$ cat config.mk
export PLATFORM = sky130hd
export DESIGN_NAME = mem_arbiter
export DESIGN_NICKNAME = d
export VERILOG_FILES = /design/src/rtl/npc_mem_pkg.sv /design/src/rtl/mem_arbiter.sv
export SDC_FILE = /design/constraint.sdc
export NUM_CORES = 1
export LEC_CHECK = 0
export CAP_MARGIN = 40
export CORE_MARGIN = 1.5
export CORE_UTILIZATION = 35
export DETAILED_ROUTE_END_ITERATION = 6
export HOLD_SLACK_MARGIN = 0.12
export PLACE_DENSITY = 0.87
export REMOVE_ABC_BUFFERS = 1
export SLEW_MARGIN = 20
export SYNTH_ARGS = -nofsm -noshare
export SYNTH_HDL_FRONTEND = slang
export SYNTH_SLANG_ARGS = --single-unit
$ cat constraint.sdc
create_clock -name clk -period 1.8 [get_ports clk]
set_input_delay 0.18 -clock clk [delete_from_list [all_inputs] [get_ports clk]]
set_output_delay 0.18 -clock clk [all_outputs]
set_load 0.02 [all_outputs]
$ cat src/rtl/npc_mem_pkg.sv
// +--------------------------------------------------------------------+
// | npc_mem_pkg: shared types and constants for the memory arbiter     |
// | Revision: 1.0                                                      |
// +--------------------------------------------------------------------+
`default_nettype none

package npc_mem_pkg;

  localparam int MEM_ADDR_W = 32;
  localparam int MEM_DATA_W = 32;
  localparam int MEM_MASK_W = 8;

  typedef enum logic [1:0] {
    IDLE = 2'd0,
    REQ  = 2'd1,
    RESP = 2'd2
  } state_e;

  typedef enum logic {
    GNT_IFU = 1'b0,
    GNT_LSU = 1'b1
  } grant_e;

endpackage

`default_nettype wire

$ cat src/rtl/mem_arbiter.sv
// +--------------------------------------------------------------------+
// | mem_arbiter: IFU/LSU arbiter onto one memory port, one outstanding |
// | transaction. Macro MEM_ARB_ROUND_ROBIN_EN selects RR tie-breaking. |
// | Revision: 1.0                                                      |
// +--------------------------------------------------------------------+
`default_nettype none

module mem_arbiter
  import npc_mem_pkg::*;
#(
  parameter int ADDR_W = MEM_ADDR_W,
  parameter int DATA_W = MEM_DATA_W
) (
  input  logic                  clk,
  input  logic                  rst,

  input  logic                  ifu_req_valid,
  output logic                  ifu_req_ready,
  input  logic [ADDR_W-1:0]     ifu_addr,
  output logic                  ifu_resp_valid,
  output logic [DATA_W-1:0]     ifu_rdata,

  input  logic                  lsu_req_valid,
  output logic                  lsu_req_ready,
  input  logic [ADDR_W-1:0]     lsu_addr,
  input  logic                  lsu_wen,
  input  logic [DATA_W-1:0]     lsu_wdata,
  input  logic [MEM_MASK_W-1:0] lsu_wmask,
  output logic                  lsu_resp_valid,
  output logic [DATA_W-1:0]     lsu_rdata,

  output logic                  mem_req_valid,
  input  logic                  mem_req_ready,
  output logic [ADDR_W-1:0]     mem_addr,
  output logic                  mem_wen,
  output logic [DATA_W-1:0]     mem_wdata,
  output logic [MEM_MASK_W-1:0] mem_wmask,
  input  logic                  mem_resp_valid,
  input  logic [DATA_W-1:0]     mem_rdata
);

  state_e                  state_q, state_d;
  grant_e                  gnt_q, gnt_d;
  logic [ADDR_W-1:0]       addr_q, addr_d;
  logic                    wen_q, wen_d;
  logic [DATA_W-1:0]       wdata_q, wdata_d;
  logic [MEM_MASK_W-1:0]   wmask_q, wmask_d;
  grant_e                  gnt_sel;
  logic                    idle;
  logic                    hs;
  logic                    resp_fire;

`ifdef MEM_ARB_ROUND_ROBIN_EN
  grant_e last_grant_q, last_grant_d;

  // On a tie the requester that did not win last time goes first.
  function automatic grant_e pick_grant(input logic ifu_v, input logic lsu_v,
                                        input grant_e last);
    if (ifu_v && lsu_v) begin
      if (last == GNT_IFU) return GNT_LSU;
      return GNT_IFU;
    end
    if (lsu_v) return GNT_LSU;
    return GNT_IFU;
  endfunction
`else
  function automatic grant_e pick_grant(input logic lsu_v);
    if (lsu_v) return GNT_LSU;
    return GNT_IFU;
  endfunction
`endif

  always_comb begin
`ifdef MEM_ARB_ROUND_ROBIN_EN
    gnt_sel = pick_grant(ifu_req_valid, lsu_req_valid, last_grant_q);
`else
    gnt_sel = pick_grant(lsu_req_valid);
`endif
    idle          = (state_q == IDLE) && !rst;
    ifu_req_ready = idle && (gnt_sel == GNT_IFU);
    lsu_req_ready = idle && (gnt_sel == GNT_LSU);
    hs            = (ifu_req_valid && ifu_req_ready) || (lsu_req_valid && lsu_req_ready);

    mem_req_valid = (state_q == REQ) && !rst;
    mem_addr      = mem_req_valid ? addr_q  : '0;
    mem_wen       = mem_req_valid && wen_q;
    mem_wdata     = mem_req_valid ? wdata_q : '0;
    mem_wmask     = mem_req_valid ? wmask_q : '0;

    resp_fire      = (state_q == RESP) && mem_resp_valid && !rst;
    ifu_resp_valid = resp_fire && (gnt_q == GNT_IFU);
    lsu_resp_valid = resp_fire && (gnt_q == GNT_LSU);
    ifu_rdata      = ifu_resp_valid ? mem_rdata : '0;
    lsu_rdata      = lsu_resp_valid ? mem_rdata : '0;
  end

  always_comb begin
    state_d = state_q;
    gnt_d   = gnt_q;
    addr_d  = addr_q;
    wen_d   = wen_q;
    wdata_d = wdata_q;
    wmask_d = wmask_q;
`ifdef MEM_ARB_ROUND_ROBIN_EN
    last_grant_d = last_grant_q;
`endif
    case (state_q)
      IDLE: begin
        if (hs) begin
          state_d = REQ;
          gnt_d   = gnt_sel;
`ifdef MEM_ARB_ROUND_ROBIN_EN
          last_grant_d = gnt_sel;
`endif
          if (gnt_sel == GNT_LSU) begin
            addr_d  = lsu_addr;
            wen_d   = lsu_wen;
            wdata_d = lsu_wdata;
            wmask_d = lsu_wmask;
          end else begin
            addr_d  = ifu_addr;
            wen_d   = 1'b0;
            wdata_d = '0;
            wmask_d = '0;
          end
        end
      end
      REQ:     if (mem_req_ready)  state_d = RESP;
      RESP:    if (mem_resp_valid) state_d = IDLE;
      default: state_d = IDLE;
    endcase
  end

  always_ff @(posedge clk) begin
    if (rst) begin
      state_q <= IDLE;
      gnt_q   <= GNT_IFU;
      addr_q  <= '0;
      wen_q   <= 1'b0;
      wdata_q <= '0;
      wmask_q <= '0;
`ifdef MEM_ARB_ROUND_ROBIN_EN
      last_grant_q <= GNT_IFU;
`endif
    end else begin
      state_q <= state_d;
      gnt_q   <= gnt_d;
      addr_q  <= addr_d;
      wen_q   <= wen_d;
      wdata_q <= wdata_d;
      wmask_q <= wmask_d;
`ifdef MEM_ARB_ROUND_ROBIN_EN
      last_grant_q <= last_grant_d;
`endif
    end
  end

endmodule

`default_nettype wire

==> flow_summary.ini, run 1 <==
[synthesis]
yosys-top-cells-area = dfxtp_1 (38%), and2_1 (22%), a211oi_2 (9.4%)
yosys.area_share.simple = 0.241
synthMuxAreaShare = 0.0803
ys_seq_elements = 76
synth_xor_xnor_area_share = 0
netlist_area_sq_um = 3990
yosysWarnings = 0
synth_fa_ha_area_frac = 0
synth_top_family_by_area = simple AND/OR/NAND/NOR gates
ys_types = 24
ys_seq_area_frac = 0.382
syn_area_per_cell_sq_um = 9.66
yosysTopAreaCell = dfxtp_1
synth_top_area_frac = 0.382
synth-compound-area-share = 0.235
synth_cells = 413

[detailed_routing]
num_vias = 4049
ant_nets = 0
drt-initial-drc-count = 131
first_pass_iters = 4
finalWirelength_mm = 14.1
drc = 0
avgViaCountPerCell = 4.87
routedWlPerCell_um = 17.0

[place]
dp.cells = 811
place_hpwl_mm = 10.4
gp_congestion = 0.810
placed_area_sq_um = 6920
port_buffers = 284

[power]
seqPwrFrac = 0.403
totalPowerFinal_uw = 4660
ir_worst_vdd_uv = 565
comb_power_share = 0.201
powerDensity_nw_per_um2 = 673
p_sw_frac = 0.242
clock_power_share = 0.396
p_int_uw = 3530
p_leak_uw = 0.00316
switching_power_uw = 1130

[cts]
numClockSinks = 76
clk_pin_slew_worst_paths_ps = 60
cts_buffer_depth = 2
cts_root_buffer = clkbuf_16
clock_latency_ps = 320
cts_tree = yes
cts_hold_buf = 0
numCtsBuffers = 9
htree_levels = 3

[floorplan]
fp.dieH_um = 110
core_area_sq_um = 11000
rows = 38
dieArea_sq_um = 12000
io_pins = 285
die_w_um = 110
initial_core_util = 0.363

[setup_path]
rr_startpoint = state_q[1]$_SDFFE_PP0P_
cpPeakStageDelay_ps = 360
crit_slowest_cell = dfxtp_4
cp_cell_sequence = nor2_4 > and4_4 > bufbuf_16 > and2_1 > buf_4
cp-end-kind = output port
required_ps = 1620
worstSetupPathType = flip-flop to output port
critPathLaunchType = flip-flop
r2r_end = addr_q[0]$_SDFFE_PP0P_
reg2reg_slack_ps = 100
cp_max_fo = 16
path_depth = 5
path_buf_inv = 2
worst_r2r_path_depth = 5
arrival_ps = 1590
critPathTopFamily = simple AND/OR/NAND/NOR gates

[final_layout]
fillers = 983
final_nets = 831
drive_gt1_frac = 0.323
final_cell_mix = clkdlybuf4s50_1 (140), and2_1 (133), dfxtp_1 (74)
fin_cells = 831
diodes = 0
area_delta_synth_final_pct = 73.7
mostFrequentLayoutCell = clkdlybuf4s50_1
final_area_sq_um = 6930

[sta]
tns_ps = 0
finalSetupViolCount = 0
hold_viol_final = 0
post-route-min-period_ps = 1770
clock_skew_ps = 5.29
drv_slew = 0
worst_slew_pin_slew_ps = 445
rsz0062_at_grt = true
period_share = 0.982
fmax_mhz = 566
relSlewSlack = 0.703

[grt]
grt_max_degree = 43
grt_remaining_overflow = 0
grt_pass1_wl_mm = 20.9
grt_use_total = 0.223
grt_pass1_vias = 4158
antenna_found_initial = 0

[flow_run]
drv_cap = 0

[min_path]
holdPathEnd = state_q[1]$_SDFFE_PP0P_
hp-start = rst
hp-class = primary input to flip-flop
holdPathStages = 2

[status]
status = complete, no violations
-- registers in the layout, indices dropped and copies added (netlist names) --
signal	cells
wmask_q	8
wdata_q	32
addr_q	32
state_q	2
gnt_q	1
wen_q	1
-- power by group through the flow --
stage / sequential, uW / combinational, uW / clock, uW
finish: 1880 / 936 / 1850
global route: 1890 / 1010 / 1960
CTS: 1880 / 945 / 1880
detailed placement: 1910 / 935 / 0
global placement: 1900 / 903 / 0
floorplan: 1890 / 386 / 0
-- cell families (layout without fill, tap and decap cells) --
| kind of cell | Yosys count | count (layout) |
|---|---|---|
| AND/OR/NAND/NOR | 152 | 153 |
| AO/OA/AOI/OAI | 109 | 109 |
| flip-flops | 76 | 76 |
| buffers and inverters | 44 | 321 |
| multiplexers | 32 | 32 |
-- stage by stage --
step	setup WS (ps)	util	hold slack (ps)
4_1_cts	-9.13	0.648	171
5_1_grt	-25.0	0.631	199
3_3_place_gp	-225	0.630	447
2_1_floorplan	-2280	-	245
3_5_place_dp	-254	0.630	451
6_report	32.9	0.631	206
-- layout make-up --
type | count | area, sq um | share of cell area
clock buffers | 9 | 225 | 0.0325
clock inverters | 5 | 78.8 | 0.0114
multi-input cells | 294 | 2270 | 0.327
flip-flops and latches | 76 | 1530 | 0.220
well taps | 140 | 175 | 0.0253
repair buffers | 307 | 2660 | 0.383
-- how the worst max path moves through the flow --
stage                                        from            end
after CTS                 state_q[0]$_SDFFE_PP0P_  lsu_rdata[28]
after global placement             mem_resp_valid  lsu_rdata[31]
after detailed placement           mem_resp_valid  lsu_rdata[28]
after global routing      state_q[0]$_SDFFE_PP0P_  ifu_rdata[27]
after floorplan           state_q[0]$_SDFFE_PP0P_    mem_addr[0]
final                     state_q[0]$_SDFFE_PP0P_  lsu_rdata[22]
-- repair_timing --
| action | CTS | global route |
|---|---|---|
| cloned | 3 | 0 |
| endpoints found under the setup margin | 174 | 163 |
| pin swaps | 2 | 0 |
| setup buffers | 4 | 0 |
| gates resized for setup | 498 | 179 |
-- Yosys cell counts (all sizes together) --
library cell and n:
nand2 1, or2 1, nor3b 2, mux2i 32, nor2 4, and2 139, nand3b 1, a21oi 35
dfxtp 76, buf 22, and4 1, a21o 1, a22o 41, clkbuf 22, and4b 1, nor3 1
nor4 1, a211oi 32
-- routing by layer --
| layer | track usage | vias to the layer above | share of wire | wire (um) |
|---|---|---|---|---|
| li1 | - | 1982 | - | - |
| met1 | 0.263 | 1888 | 0.39 | 5540 |
| met2 | 0.393 | 167 | 0.51 | 7200 |
| met3 | 0.0658 | 12 | 0.087 | 1230 |
| met4 | 0.0538 | 0 | 0.0087 | 122 |
| met5 | 0 | - | 0 | 0 |
(Power assumes the default switching activity.)
==> run 2, diff against run 1 <==
--- a/config.mk
+++ b/config.mk
@@ -5,12 +5,15 @@
 export SDC_FILE = /design/constraint.sdc
 export NUM_CORES = 1
 export LEC_CHECK = 0
+export ABC_AREA = 1
 export CAP_MARGIN = 40
+export CELL_PAD_IN_SITES_DETAIL_PLACEMENT = 0
+export CELL_PAD_IN_SITES_GLOBAL_PLACEMENT = 2
 export CORE_MARGIN = 1.5
-export CORE_UTILIZATION = 35
+export CORE_UTILIZATION = 16
 export DETAILED_ROUTE_END_ITERATION = 6
 export HOLD_SLACK_MARGIN = 0.12
-export PLACE_DENSITY = 0.87
+export PLACE_DENSITY = 0.85
 export REMOVE_ABC_BUFFERS = 1
 export SLEW_MARGIN = 20
 export SYNTH_ARGS = -nofsm -noshare
==> flow_summary.ini, run 2 <==
[cts]
cts_hold_buf = 0
cts_buffer_depth = 2
numClockSinks = 76
clk_pin_slew_worst_paths_ps = 60
cts_root_buffer = clkbuf_16
numCtsBuffers = 9
clock_latency_ps = 340
htree_levels = 3
cts_tree = yes

[detailed_routing]
avgViaCountPerCell = 3.91
finalWirelength_mm = 17.4
num_vias = 5247
met3WireLength_mm = 1.19
wl_met1_mm = 7.55
ant_nets = 0
routedWlPerCell_um = 13.0
wl_met2_mm = 8.36
first_pass_iters = 7
drt-initial-drc-count = 242
routed.top_layer = met4
drc = 29

[synthesis]
synth_top_area_frac = 0.355
yosysTopAreaCell = dfxtp_1
synth_common_cells = nand2_1 (204), nor2_1 (203), inv_1 (110)
syn_area_per_cell_sq_um = 5.76
synth_edf_count = 0
yosysWarnings = 0
ys.flop_type = dfxtp_1
ys_seq_elements = 76
netlist_area_sq_um = 4280
ys_types = 17
async_flop_share = 0
synth.most_common_cell = nand2_1
synth_cells = 743
yosys-top-cells-area = dfxtp_1 (36%), nand2_1 (18%), nor2_1 (18%)
ys_seq_area_frac = 0.355

[final_layout]
fillers = 2981
drive_gt1_frac = 0.118
fin_util = 0.285
final_cell_mix = nand2_1 (204), nor2_1 (201), clkdlybuf4s50_1 (140)
final_nets = 1147
area_delta_synth_final_pct = 73.7
top_regs = addr_q: 32 flops, wdata_q: 32 flops, wmask_q: 8 flops
diodes = 0
mostFrequentLayoutCell = nand2_1
final_area_sq_um = 7440

[floorplan]
io_pins = 285
rows = 59
core_area_sq_um = 26100
initial_core_util = 0.164
fp.dieH_um = 167
die_w_um = 167
dieArea_sq_um = 27700

[power]
p_int_uw = 3620
ir_worst_vdd_uv = 409
clock_power_share = 0.423
seqPwrFrac = 0.374
comb_power_share = 0.203
powerDensity_nw_per_um2 = 662
switching_power_uw = 1310
p_leak_uw = 0.00370
p_sw_frac = 0.265

[place]
place_hpwl_mm = 12.2
gp_congestion = 0.760
port_buffers = 284
placed_area_sq_um = 7480

[sta]
relSlewSlack = 0.663
post-route-min-period_ps = 1770
tns_ps = 0
finalSetupViolCount = 0
hold_slack_ps = 187
hold_viol_final = 0
clock_skew_ps = 5.97
drv_slew = 0
rsz0062_at_grt = true
worst_slew_pin_slew_ps = 505
period_share = 0.984
fmax_mhz = 565

[setup_path]
worstSetupPathType = flip-flop to output port
worst_r2r_path_depth = 8
cp-end-kind = output port
required_ps = 1620
reg2reg_slack_ps = 160
cp_cell_sequence = nor2_8 > nand4_1 > buf_4 > nor2_1 > clkdlybuf4s15_2
arrival_ps = 1590
path_depth = 5
crit_slowest_cell = dfxtp_2
r2r_end = addr_q[25]$_SDFFE_PP0P_
cp_max_fo = 15
rr_startpoint = state_q[0]$_SDFFE_PP0P_
critPathLaunchType = flip-flop
crit_start = state_q[0]$_SDFFE_PP0P_
critPathTopFamily = buffers and inverters
path_buf_inv = 2
crit_end = lsu_rdata[26]
cpPeakStageDelay_ps = 370

[grt]
grt_pass1_wl_mm = 27.6
grt_max_degree = 64
grt_use_total = 0.124
antenna_found_initial = 0
grt_pass1_vias = 5150
grt_remaining_overflow = 0

[status]
status = finished, violations left
violations = design-rule violations

[flow_run]
drv_cap = 0

[min_path]
hp-class = primary input to flip-flop
run 2: cell count changes in the layout (fill, tap and decap cells not counted), sizes merged, moves of 29 or more:
| cell | before | now |
|---|---|---|
| nand2 | 1 | 204 |
| inv | 0 | 114 |
| a211oi | 32 | 0 |
| and2 | 140 | 0 |
| clkbuf | 14 | 43 |
| mux2i | 32 | 0 |
| nand4 | 0 | 42 |
| a22o | 41 | 0 |
| buf | 157 | 55 |
| dlygate4sd2 | 2 | 59 |
| nor2 | 4 | 205 |
run 2: power by group through the flow:
stage	registers [uW]	logic (uW)	clock network (uW)
after floorplan	1870	438	0
after global placement	1870	1030	0
after detailed placement	1880	1030	0
after CTS	1840	1020	2180
after global routing	1850	1120	2240
final	1840	1000	2080
run 2: cell families (layout without fill, tap and decap cells):
| kind of cell | after synthesis | count (layout) | share of synthesized area |
|---|---|---|---|
| AND/OR/NAND/NOR | 458 | 458 | 0.436 |
| buffers and inverters | 166 | 430 | 0.158 |
| flip-flops | 76 | 76 | 0.355 |
| AO/OA/AOI/OAI | 43 | 43 | 0.0503 |
run 2: tightest hold or removal path, stage by stage:
cell and delay (ps):
buf_2 130, nand3_1 110, nand2_1 50
run 2: layer usage:
metal | GRT usage | vias to the layer above
li1 | - | 2732
met2 | 0.222 | 186
met1 | 0.148 | 2313
met4 | 0.0439 | 0
met5 | 0 | -
met3 | 0.0233 | 16
run 2: through the flow:
step | std cells | total power (uW) | setup slack (ps)
final | 1342 | 4920 | 29.6
after global routing | 1342 | 5220 | -71.6
after CTS | 1341 | 5040 | 0.0295
after detailed placement | 1327 | 2910 | -318
after global placement | 1326 | 2900 | -237
after floorplan | 691 | 2300 | -1270
run 2: timing repair:
action,in CTS,in global routing
resized for setup,257,89
setup endpoints to repair,180,192
setup buffers,0,1
pin swaps,0,0
run 2: worst min-delay path by stage:
stage                                  start                        to  slack (ps)  cells past startpoint
floorplan                                rst   state_q[0]$_SDFFE_PP0P_         250                      1
CTS                            lsu_req_valid        gnt_q$_SDFFE_PP0P_         160                      3
global placement     wmask_q[3]$_SDFFE_PP0P_   wmask_q[3]$_SDFFE_PP0P_         450                      2
global route                   lsu_req_valid        gnt_q$_SDFFE_PP0P_         190                      3
detailed placement  wdata_q[10]$_SDFFE_PP0P_  wdata_q[10]$_SDFFE_PP0P_         450                      2
finish                         lsu_req_valid        gnt_q$_SDFFE_PP0P_         190                      3
run 2: final cells by class:
class	instances	area, sq um	share of cell area
Clock buffer	9	225	0.0303
Clock inverter	5	103	0.0138
Inverter	114	433	0.0582
Multi-Input combinational cell	501	2100	0.283
Sequential cell	76	1520	0.205
Tap cell	335	419	0.0564
Timing Repair Buffer	302	2630	0.354
